### src/rtl/pc_call_seq_pkg.sv
// pc_call_seq_pkg: shared state encoding, defaults and depth-width helper for the PC call sequencer
package pc_call_seq_pkg;
  typedef enum logic [1:0] {IDLE, RUN, RET_WAIT, DONE} state_e;
  localparam int START_ADDR_DEFAULT = 0;
  function automatic int depth_width(input int entries);
    return $clog2(entries + 1);
  endfunction
endpackage

### src/rtl/pc_call_sequencer_ras_depth_tracker.sv
// ras_depth_tracker: saturating occupancy counter for the return-address stack
module ras_depth_tracker
  import pc_call_seq_pkg::*;
#(
  parameter int STACK_DEPTH = 8
) (
  input  logic clk_i,
  input  logic reset_i,
  input  logic clear_i,
  input  logic push_req_i,
  input  logic pop_req_i,
  output logic push_ok_o,
  output logic pop_ok_o,
  output logic overflow_o,
  output logic underflow_o
);
  localparam int W = depth_width(STACK_DEPTH);
  logic [W-1:0] depth_q, depth_d;
  always_comb begin
    push_ok_o   = depth_q < W'(STACK_DEPTH);
    pop_ok_o    = depth_q != '0;
    overflow_o  = push_req_i && !push_ok_o;
    underflow_o = pop_req_i && !pop_ok_o;
    depth_d     = clear_i ? '0 :
                  (push_req_i && push_ok_o) ? depth_q + W'(1) :
                  (pop_req_i && pop_ok_o) ? depth_q - W'(1) : depth_q;
  end
  always_ff @(posedge clk_i or posedge reset_i)
    if (reset_i) depth_q <= '0;
    else depth_q <= depth_d;
endmodule

### src/rtl/pc_call_sequencer.sv
// pc_call_sequencer: fetch PC sequencer driving a return-address stack (call/ret/branch/halt)
// Optional PC_SEQ_TRACE_EN builds a retired-instruction counter on insn_count_o.
module pc_call_sequencer
  import pc_call_seq_pkg::*;
#(
  parameter int D           = 12,
  parameter int STACK_DEPTH = 8,
  parameter int START_ADDR  = START_ADDR_DEFAULT
) (
  input  logic         clk_i,
  input  logic         reset_i,
  input  logic         start_i,
  input  logic         call_en_i,
  input  logic         ret_en_i,
  input  logic         branch_en_i,
  input  logic         halt_en_i,
  input  logic [D-1:0] target_i,
  input  logic [D-1:0] ras_target_i,
  output logic [D-1:0] pc_o,
  output logic [D-1:0] ras_addr_o,
  output logic [D-1:0] ras_target_in_o,
  output logic         ras_call_o,
  output logic         ras_ret_o,
  output logic         stall_o,
  output logic         done_o,
  output logic         stack_fault_o,
  output logic [15:0]  insn_count_o
);
  localparam logic [D-1:0] START_PC = D'(START_ADDR);
  state_e state_q, state_d;
  logic [D-1:0] pc_q, pc_d;
  logic fault_q, fault_d;
  logic run, halt, ret_req, call_req, br_req, accept, restart;
  logic push_ok, pop_ok, ovf, unf;
  // strict strobe priority: halt > ret > call > branch
  always_comb begin
    run      = state_q == RUN;
    halt     = run && halt_en_i;
    ret_req  = run && !halt_en_i && ret_en_i;
    call_req = run && !halt_en_i && !ret_en_i && call_en_i;
    br_req   = run && !halt_en_i && !ret_en_i && !call_en_i && branch_en_i;
    accept   = start_i && (state_q == IDLE || state_q == DONE);
    restart  = start_i && state_q == DONE;
  end
  ras_depth_tracker #(.STACK_DEPTH(STACK_DEPTH)) u_depth (
    .clk_i      (clk_i),
    .reset_i    (reset_i),
    .clear_i    (restart),
    .push_req_i (call_req),
    .pop_req_i  (ret_req),
    .push_ok_o  (push_ok),
    .pop_ok_o   (pop_ok),
    .overflow_o (ovf),
    .underflow_o(unf)
  );
  always_ff @(posedge clk_i or posedge reset_i)
    if (reset_i) begin
      state_q <= IDLE;
      pc_q    <= START_PC;
      fault_q <= 1'b0;
    end else begin
      state_q <= state_d;
      pc_q    <= pc_d;
      fault_q <= fault_d;
    end
  always_comb begin
    state_d = accept ? RUN :
              state_q == RET_WAIT ? RUN :
              !run ? state_q :
              halt ? DONE :
              (ret_req && pop_ok) ? RET_WAIT : RUN;
    pc_d    = restart ? START_PC :
              state_q == RET_WAIT ? ras_target_i :
              (call_req || br_req) ? target_i :
              (run && !halt && !(ret_req && pop_ok)) ? pc_q + D'(1) : pc_q;
    fault_d = restart ? 1'b0 : fault_q | ovf | unf;
  end
  always_comb begin
    pc_o            = pc_q;
    ras_addr_o      = pc_q;
    ras_target_in_o = target_i;
    ras_call_o      = call_req && push_ok;
    ras_ret_o       = ret_req && pop_ok;
    stall_o         = state_q == RET_WAIT;
    done_o          = state_q == DONE;
    stack_fault_o   = fault_q;
  end
`ifdef PC_SEQ_TRACE_EN
  logic [15:0] cnt_q;
  always_ff @(posedge clk_i or posedge reset_i)
    if (reset_i) cnt_q <= '0;
    else if (accept) cnt_q <= '0;
    else if (run && state_d == RUN) cnt_q <= cnt_q + 16'd1;
  assign insn_count_o = cnt_q;
`else
  assign insn_count_o = '0;
`endif
endmodule

### config.mk
export PLATFORM = sky130hd
export DESIGN_NAME = pc_call_sequencer
export DESIGN_NICKNAME = d
export VERILOG_FILES = /design/src/rtl/pc_call_seq_pkg.sv /design/src/rtl/pc_call_sequencer_ras_depth_tracker.sv /design/src/rtl/pc_call_sequencer.sv
export SDC_FILE = /design/constraint.sdc
export NUM_CORES = 1
export LEC_CHECK = 0
export ABC_AREA = 0
export CAP_MARGIN = 20
export CORE_MARGIN = 2
export CORE_UTILIZATION = 37
export CTS_CLUSTER_SIZE = 40
export DETAILED_ROUTE_END_ITERATION = 8
export PLACE_DENSITY = 0.8
export SLEW_MARGIN = 20
export SYNTH_ARGS = -nofsm -noshare
export SYNTH_HDL_FRONTEND = slang
export SYNTH_SLANG_ARGS = --single-unit
### constraint.sdc
create_clock -name clk_i -period 2.2 [get_ports clk_i]
set_input_delay 0.55 -clock clk_i [delete_from_list [all_inputs] [get_ports clk_i]]
set_output_delay 0.55 -clock clk_i [all_outputs]
set_load 0.01 [all_outputs]
==> qor.csv <==
metric,value,unit
Register Area,477,µm²
Crit. End Element,output port,
Die ar.,0.00546,mm²
area grow syn2layout,45.1,%
DR vias,1838,
initial cell density of the core,38.3,%
Commonest cells post-synth,"buf_4, nand2_1, dfrtp_1, a21oi_1, nor2_1",
Critical Path Max Stage Delay,540,ps
hold buffer count at cts,0,
nets@finish,333,
Finish-stage setup viols,0,
vias in the first global route,1761,
total global-route track usage,20.1,%
Vert. Die Dim,73.9,µm
Non-Filler Instances,361,
multi-input logic area,0.00105,mm²
clock power share,9.6,%
proportion of layout cells with a drive suffix above 1,18.4,%
H-tree depth,1,
pre-CTS setup slack,-452,ps
CTS root buf,clkbuf_8,
crit-path max FO,2,
Clock Sinks,19,
total power draw,0.00275,W
DRC,0,
final setup skew,2.24,ps
fmax,0.468,GHz
worst vdd ir,0.355,mV
crit path buf inv count,2,
Placer Congestion,0.918,
DRT Pass-1 Iters,4,
Synth area leaders,"dfrtp_1, buf_4, nand2_1",
Worst-Skew Late Latency,260,ps
Final ANT Viol Nets,0,
kind of cell adding the most delay to the critical path,buffers and inverters,
initial drt markers,166,
Avg Vias per Cell,5.09,
fin. max-slew vios,0,
Port Buffer Count,71,
ys flop type,dfrtp_1,
CTS buffer count,3,
"wirelength, routed",5230,µm
Yosys reg bits,19,
RSZ-0062 raised after global routing,false,
"Reg clk slew, reported paths",80,ps
"slowest stage cell, crit path",clkdlybuf4s50_1,
IO Count,88,
cell leakage power,1.13,nW
Congestion Overflow GR,0,
R2R Setup Slk,160,ps
CTS tree,yes,
Ys Warns,0,
placed cell areas,0.00254,mm²
crit path cell chain,clkdlybuf4s50_1 > clkdlybuf4s50_1,
"Distinct cells, synth",54,
fin crit share,97.1,%
power density over the cells,1050,mW/mm²
Yosys top cell area share,26.3,%
fin worst setup slack,64.1,ps
Syn Std Cell Area,0.00181,mm²
"Seq/Total Area, Yosys",26.3,%
per-cell routed wire length,14.5,µm
Max-Cap Viols,0,
fillers,450,
combinational share of power,64.9,%
Worst Hold Class,reg -> reg,
CP dominant cell by count,clkdlybuf4s50_1,
Internal,0.00157,W
first-pass GRT wire length,8420,µm
critical path type,in -> out,
Switch Pwr,0.00118,W
antenna cells,0,
largest net degree at the start of global routing,20,
Worst EP required,1650,ps
die width,73.9,µm
post-synthesis cell count,223,
initial antenna violation count,0,
Util after Layout,55.5,%
asr flop ratio synth,100,%
syn_area_per_cell,8.11,µm²
crit path DAT,1590,ps
part of the power in registers,25.4,%
Placed Instances,356,
minimum clock period,2140,ps
Critical Path Start Type,input pin,
leading area contributor after synthesis,dfrtp_1,
Post-synth EDFFs,0,
Max Root-Sink Buffers,2,
fin area,0.00262,mm²
core box area,0.00472,mm²
"Hold Violations, Final",0,
switching part of the total,43.0,%
hpwl dp,3980,µm
status,completed,
"count leader, synth",buf_4,
row count,25,
## metrics by stage
| step | hold slack (ps) | TNS [ps] |
|---|---|---|
| global placement | 496 | -1440 |
| finish | 511 | 0 |
| global route | 547 | 0 |
| floorplan | 501 | 0 |
| CTS | 520 | 0 |
| detailed placement | 502 | -2140 |
## cell type report
class / instances / share of cell area [%]
flip-flops and latches: 19 / 18.2
inverters: 10 / 1.43
clock buffers: 4 / 1.72
repair buffers: 99 / 35.5
multi-input cells: 162 / 39.9
well taps: 67 / 3.20
## per-layer routing
metal | vias to the layer above | GRT usage, % | share of wire, %
met4 | 0 | 9.29 | 1.7
met2 | 86 | 33.0 | 51
met3 | 6 | 2.47 | 7.4
met1 | 862 | 26.2 | 40
met5 | - | 0 | 0
li1 | 884 | - | -
## layout by cell type (no fill, tap or decap), drive strengths merged, types with 2 or more instances in the layout
cell / Yosys / final
a211oi: 2 / 2
a21oi: 18 / 18
a31o: 2 / 2
a31oi: 5 / 5
and2: 2 / 2
and3: 2 / 2
buf: 44 / 28
clkbuf: 3 / 4
clkdlybuf4s50: 0 / 66
conb: 1 / 16
dfrtp: 19 / 19
dlygate4sd2: 0 / 3
ha: 6 / 6
inv: 10 / 10
nand2: 22 / 22
nand2b: 3 / 3
nand3: 7 / 7
nand4: 5 / 5
nor2: 18 / 18
nor3: 6 / 6
nor3b: 2 / 2
o21ai: 14 / 14
o221ai: 2 / 2
o31a: 2 / 2
o41a: 2 / 2
or2: 2 / 2
or3: 2 / 2
xnor2: 3 / 3
## timing repair
action | CTS | global route
setup buffers | 1 | 0
setup endpoints to repair | 4 | 5
pin swaps | 1 | 2
gates resized for setup | 10 | 4
endpoints found under the hold margin | 0 | 0
## flip-flops by register name (all words and copies together), names as in the netlist
name / cells
pc_o: 12
u_depth.depth_q: 4
state_q: 2
stack_fault_o: 1
## logic make-up (layout without fill, tap and decap cells)
group,Yosys count,after routing,share of synthesized area (%)
AOI/OAI and AO/OA,61,61,24.6
xor gates and xnor gates,3,3,1.45
adders and majority gates,7,7,5.26
buffers and inverters,57,113,20.6
DFF,19,19,26.3
muxes,1,1,0.554
other,1,16,0.207
and+or+nand+nor,74,74,21.0
## tightest hold or removal path, cell delays in order, from the launching register on
cell and delay, ps:
dfrtp_1 350, a21oi_1 40, nor2_1 80
## power groups by stage
| stage | registers [W] | logic, W | clock network, W |
|---|---|---|---|
| after floorplan | 0.000722 | 0.000978 | 0 |
| after global placement | 0.000690 | 0.00168 | 0 |
| after detailed placement | 0.000698 | 0.00173 | 0 |
| after CTS | 0.000695 | 0.00177 | 0.000264 |
| after global routing | 0.000734 | 0.00195 | 0.000281 |
| final | 0.000699 | 0.00178 | 0.000265 |
## worst paths after layout
kind | from | end | depth (start not counted)
max in group asynchronous | reset_i | u_depth.depth_q[3] | 3
worst max register to register | state_q[0] | u_depth.depth_q[1] | 8
worst min register to register | stack_fault_o | stack_fault_o | 2
worst min-delay path | stack_fault_o | stack_fault_o | 2
worst max-delay path | target_i[8] | ras_target_in_o[8] | 2
min in group asynchronous | reset_i | state_q[1] | 3
(Power assumes the default switching activity.)
